**src/rtl/alu_issue_stage.sv**
```systemverilog
// ID/EX issue stage: captures decoded operands with optional EX/MEM and MEM/WB forwarding,
// then presents them to the ALU through an output register backed by a skid register.
// Optional feature macro: ALU_ISSUE_FWD_EN. When it is defined, forwarding is enabled.
module alu_issue_stage #(
    parameter int N    = 32,
    parameter int REGW = 5
) (
    input  logic            clk,
    input  logic            resetN,
    input  logic            inValid,
    output logic            inReady,
    input  logic [N-1:0]    inRsData,
    input  logic [N-1:0]    inRtData,
    input  logic [REGW-1:0] inRs,
    input  logic [REGW-1:0] inRt,
    input  logic [REGW-1:0] inRd,
    input  logic [15:0]     inImm,
    input  logic            inAluSrc,
    input  logic            inSignExt,
    input  logic [2:0]      inAluControl,
    input  logic            inRegWrite,
    input  logic            exmemRegWrite,
    input  logic [REGW-1:0] exmemRd,
    input  logic [N-1:0]    exmemResult,
    input  logic            memwbRegWrite,
    input  logic [REGW-1:0] memwbRd,
    input  logic [N-1:0]    memwbResult,
    input  logic            flush,
    output logic            outValid,
    input  logic            outReady,
    output logic [N-1:0]    a,
    output logic [N-1:0]    b,
    output logic [2:0]      aluControl,
    output logic [REGW-1:0] outRd,
    output logic            outRegWrite
);

    typedef struct packed {
        logic [N-1:0]    a;
        logic [N-1:0]    b;
        logic [2:0]      alu_control;
        logic [REGW-1:0] rd;
        logic            reg_write;
    } entry_t;

    typedef enum logic [1:0] {
        S_EMPTY,
        S_ONE,
        S_TWO
    } state_t;

    state_t state_q, state_d;
    entry_t out_q, out_d;
    entry_t skid_q, skid_d;
    logic   in_ready_q, in_ready_d;

    logic [N-1:0] rs_fwd;
    logic [N-1:0] rt_fwd;
    logic [N-1:0] imm_ext;
    entry_t       new_entry;
    logic         accept;
    logic         issue;

`ifdef ALU_ISSUE_FWD_EN
    // EX/MEM is the younger producer, so it is tested last and wins over MEM/WB.
    function automatic logic [N-1:0] fwd_operand(
        input logic [REGW-1:0] spec,
        input logic [N-1:0]    rf_data,
        input logic            ex_we,
        input logic [REGW-1:0] ex_rd,
        input logic [N-1:0]    ex_res,
        input logic            wb_we,
        input logic [REGW-1:0] wb_rd,
        input logic [N-1:0]    wb_res
    );
        logic [N-1:0] r;
        r = rf_data;
        if (wb_we && (wb_rd == spec) && (spec != '0)) r = wb_res;
        if (ex_we && (ex_rd == spec) && (spec != '0)) r = ex_res;
        return r;
    endfunction

    assign rs_fwd = fwd_operand(inRs, inRsData, exmemRegWrite, exmemRd, exmemResult,
                                memwbRegWrite, memwbRd, memwbResult);
    assign rt_fwd = fwd_operand(inRt, inRtData, exmemRegWrite, exmemRd, exmemResult,
                                memwbRegWrite, memwbRd, memwbResult);
`else
    // Forwarding ports stay on the interface but feed nothing; this sink is never used.
    logic unused_fwd_inputs;
    assign unused_fwd_inputs = ^{inRs, inRt, exmemRegWrite, exmemRd, exmemResult,
                                 memwbRegWrite, memwbRd, memwbResult};

    assign rs_fwd = inRsData;
    assign rt_fwd = inRtData;
`endif

    assign imm_ext = inSignExt ? N'($signed(inImm)) : N'(inImm);

    always_comb begin
        new_entry.a           = rs_fwd;
        new_entry.b           = inAluSrc ? imm_ext : rt_fwd;
        new_entry.alu_control = inAluControl;
        new_entry.rd          = inRd;
        new_entry.reg_write   = inRegWrite;
    end

    assign accept = inValid && in_ready_q;
    assign issue  = (state_q != S_EMPTY) && outReady;

    // NOTE: every variable gets its hold value before the case, so no path infers a latch.
    always_comb begin
        state_d = state_q;
        out_d   = out_q;
        skid_d  = skid_q;

        unique case (state_q)
            S_EMPTY: begin
                if (accept) begin
                    out_d   = new_entry;
                    state_d = S_ONE;
                end
            end
            S_ONE: begin
                if (accept && issue) begin
                    out_d = new_entry;
                end else if (accept) begin
                    skid_d  = new_entry;
                    state_d = S_TWO;
                end else if (issue) begin
                    state_d = S_EMPTY;
                end
            end
            S_TWO: begin
                if (issue) begin
                    out_d   = skid_q;
                    state_d = S_ONE;
                end
            end
            default: state_d = S_EMPTY;
        endcase

        // Flush drops the valid state only; stale data in OUT/SKID is harmless.
        if (flush) state_d = S_EMPTY;

        in_ready_d = (state_d != S_TWO);
    end

    // NOTE: sequential state uses non-blocking assignments so every flop samples pre-edge values.
    // NOTE: the data registers are reset too, because the ALU-facing outputs must read 0 in reset.
    always_ff @(posedge clk or negedge resetN) begin
        if (!resetN) begin
            state_q    <= S_EMPTY;
            in_ready_q <= 1'b1;
            out_q      <= '0;
            skid_q     <= '0;
        end else begin
            state_q    <= state_d;
            in_ready_q <= in_ready_d;
            out_q      <= out_d;
            skid_q     <= skid_d;
        end
    end

    assign inReady     = in_ready_q;
    assign outValid    = (state_q != S_EMPTY);
    assign a           = out_q.a;
    assign b           = out_q.b;
    assign aluControl  = out_q.alu_control;
    assign outRd       = out_q.rd;
    assign outRegWrite = out_q.reg_write;

endmodule
```
**config.mk**
```make
export PLATFORM = sky130hd
export DESIGN_NAME = alu_issue_stage
export DESIGN_NICKNAME = d
export VERILOG_FILES = /design/src/rtl/alu_issue_stage.sv
export SDC_FILE = /design/constraint.sdc
export NUM_CORES = 1
export LEC_CHECK = 0
export ABC_AREA = 1
export BUFFER_PORTS_ARGS = -buffer_cell sky130_fd_sc_hd__buf_2
export CELL_PAD_IN_SITES_DETAIL_PLACEMENT = 2
export CELL_PAD_IN_SITES_GLOBAL_PLACEMENT = 2
export CORE_MARGIN = 2
export CORE_UTILIZATION = 29
export CTS_CLUSTER_SIZE = 16
export DETAILED_ROUTE_END_ITERATION = 16
export PLACE_DENSITY_LB_ADDON = 0.1
export SLEW_MARGIN = 10
export SYNTH_ARGS = -nofsm -noshare
export SYNTH_HDL_FRONTEND = slang
export SYNTH_SLANG_ARGS = --single-unit
```
**constraint.sdc**
```tcl
create_clock -name clk -period 2.75 [get_ports clk]
set_input_delay 0.55 -clock clk [delete_from_list [all_inputs] [get_ports clk]]
set_output_delay 0.55 -clock clk [all_outputs]
set_load 0.005 [all_outputs]
```
==> run metrics <==
Post-DP Area a little over 8000 µm²; Clock Pin Slew Worst Setup and Hold Paths 60 ps; num rows 56; first-pass GRT wire length roughly 36 mm; Die X around 160 µm; grt total ovfl 0; Resized cells post-CTS 0; routability congestion estimate from global placement around 0.72; Power Dens Cells 739 nW/µm²; Hold Slack 86.5 ps; Clk Latency, worst-skew pair between 400 and 500 ps; final setup margin between 600 and 700 ps; Setup Skew roughly 12 ps; wire per inst between 10 and 15 µm; Pins Over Slew Limit 0; Vias between 6k and 7k; maximum fanout along the worst path 38; Final ANT Viol Nets 0; DR top layer met5; Final Hold Fails 0; CP Launch Type flip-flop; largest net degree at the start of global routing 74; Synth area leaders dfrtp_1, nand2_1, o21ai_0; CTS Sinks approximately 150; DIE HEIGHT ~160 µm; Post-Layout Inst Area 8740 µm²; layout cells sized above 1 between 20% and 30%; switching share of power 28.8%; Post-CTS Hold Fix Bufs 0; first drt pass iteration count 4; IO buf count 170; register area share after synthesis a little over half; net switching power 1.86 mW; RSZ-0062 raised after global routing no; sequential share of power around 46%; # IOs roughly 260; required time worst endpoint ~3100 ps; syn avg cell area roughly 7.5 µm²; met1 WL between 9 and 10 mm; vias per cell around 4.4; FF-to-FF path depth 8; placed cell count ~1.4k; cell count after synthesis approximately 940; CP Data Arrival Time approximately 2400 ps; Hold Path Class primary input to async pin; H-tree Lvls 4; Setup crit end a[25]; VDD IR max approximately 0.27 mV; clock tree buffer depth 2; CTS tree yes; Final #Nets about 1.3k; Setup WS pre-CTS roughly 480 ps; Residual DRC 0; status completed; CP Capture Type flip-flop; met3 routed WL between 1 and 1.5 mm; post-synthesis net count between 1k and 1.5k; maximum achievable frequency roughly 480 MHz; netlist area before placement between 6000 and 7000 µm²; die area ~25000 µm²; CTS Buf Count 17; Setup CP Type flip-flop to flip-flop; crit path from state_q[0]; number of global-route vias before repair between 6k and 7k; area growth from synthesis to final layout 25.2%; Yosys reg bits approximately 150; Final Core Density a little under two fifths; Lkg Pwr approximately 5.0 nW; Synth area leader dfrtp_1; Worst R2R Setup Slack slightly below 700 ps; FF-to-FF End a[25]; Logic pwr share 17.1%; Core Region about 24000 µm²; top cell type's share of synthesized area approximately 53%; Synth warnings 0; hpwl dp 14.2 mm; launch point of the worst reg-to-reg path state_q[0]; antenna violations before repair 3; postcts setup bufs 0; total power ~6.5 mW; Setup TNS Final 0 ps; Internal Dissipation ~4.6 mW; drt total wl roughly 21 mm; max_cap viols 0; Clk pwr share between 30% and 40%; wire length on met2 10.1 mm; clock root buffer clkbuf_16; post-route minimum period 2070 ps; endpoints failing setup 0; Worst-Margin Slew ~900 ps; Netlist cell types 18; initial core utilization between 20 and 30%; DRT iter0 DRCs 185; Final Cycle Share between 70% and 80%; Total GRT Usage between 10% and 20%; count of non-filler cells in the finished layout 1424; Slew headroom between 30% and 40%
==> power by group through the flow <==
stage | registers [mW] | clock network, mW | logic, mW
after floorplan | 2.96 | 0 | 0.617
after CTS | 2.96 | 2.49 | 1.15
after detailed placement | 2.99 | 0 | 1.14
final | 2.95 | 2.40 | 1.10
after global placement | 2.97 | 0 | 1.09
after global routing | 3.02 | 2.57 | 1.32
==> flip-flops by register name, summed over array words and instances (netlist names) <==
name	count
a	32
aluControl	3
outRd	5
state_q	2
b	32
skid_q	73
inReady	1
outRegWrite	1
==> cells by family (layout without fill, tap and decap cells) <==
| group | Yosys count | in the layout | share of synthesized area [%] |
|---|---|---|---|
| compound gates | 113 | 113 | 8.10 |
| xor+xnor | 1 | 1 | 0.125 |
| buf+inv | 147 | 314 | 9.60 |
| flops | 149 | 149 | 53.4 |
| other cells | 0 | 2 | 0 |
| simple gates | 526 | 526 | 28.8 |
==> placed cells by master (no fill, tap or decap) <==
cell type / synthesis / routed
clkbuf_16: 0 / 17
clkinv_2: 0 / 4
clkinvlp_4: 0 / 3
clkbuf_8: 0 / 1
diode_2: 0 / 2
buf_12: 0 / 5
inv_6: 0 / 1
nor2_1: 2 / 2
nand4_1: 1 / 1
o21ai_1: 3 / 3
nand3_1: 18 / 17
nand3_4: 0 / 2
dfstp_2: 1 / 1
nand2_2: 1 / 1
clkbuf_1: 14 / 2
o21ai_0: 110 / 110
buf_2: 17 / 169
dfrtp_1: 148 / 148
clkinv_4: 0 / 2
buf_4: 14 / 12
xor2_1: 1 / 1
bufinv_16: 0 / 3
inv_2: 3 / 2
inv_1: 92 / 92
nand2_1: 503 / 503
buf_6: 6 / 1
==> critical path, stage by stage (launching register included) <==
cell	delay (ps)
dfrtp_1	450
inv_2	110
nand2_1	70
nand2_1	130
nand3_4	80
inv_2	590
buf_4	400
nand2_1	100
nand2_1	70
==> synthesized netlist by cell type <==
master	n
nand4_1	1
dfrtp_1	148
xor2_1	1
o21ai_1	3
buf_1	1
buf_4	14
nor2_1	2
inv_2	3
nand3_2	1
nand2_1	503
nand2_2	1
buf_2	17
o21ai_0	110
nand3_1	18
clkbuf_1	14
dfstp_2	1
inv_1	92
buf_6	6
==> worst min path at each step <==
stage | startpoint | end | slack [ps] | depth (start not counted)
after floorplan | resetN | a[0] | 250 | 0
after global placement | a[11] | a[11] | 460 | 2
after detailed placement | b[10] | b[10] | 460 | 2
after CTS | resetN | a[9] | 90 | 1
after global routing | resetN | a[9] | 120 | 1
final | resetN | a[9] | 90 | 1
==> area by class of cell <==
| type | instances | area (µm²) |
|---|---|---|
| Fill cell | 2858 | 14800 |
| Sequential cell | 149 | 3730 |
| Multi-Input combinational cell | 640 | 2600 |
| Timing Repair Buffer | 187 | 1050 |
| Clock buffer | 20 | 447 |
| Tap cell | 319 | 399 |
| Inverter | 95 | 358 |
| Clock inverter | 12 | 154 |
| Antenna cell | 2 | 5.00 |
==> routing by layer <==
layer  vias to the layer above  global-route usage (%)
met1                      3025                    22.6
met4                         2                    4.71
met2                       111                    29.9
met5                         -                       0
met3                        18                    4.12
li1                       3132                       -
Power figures use the tool's default switching activity.
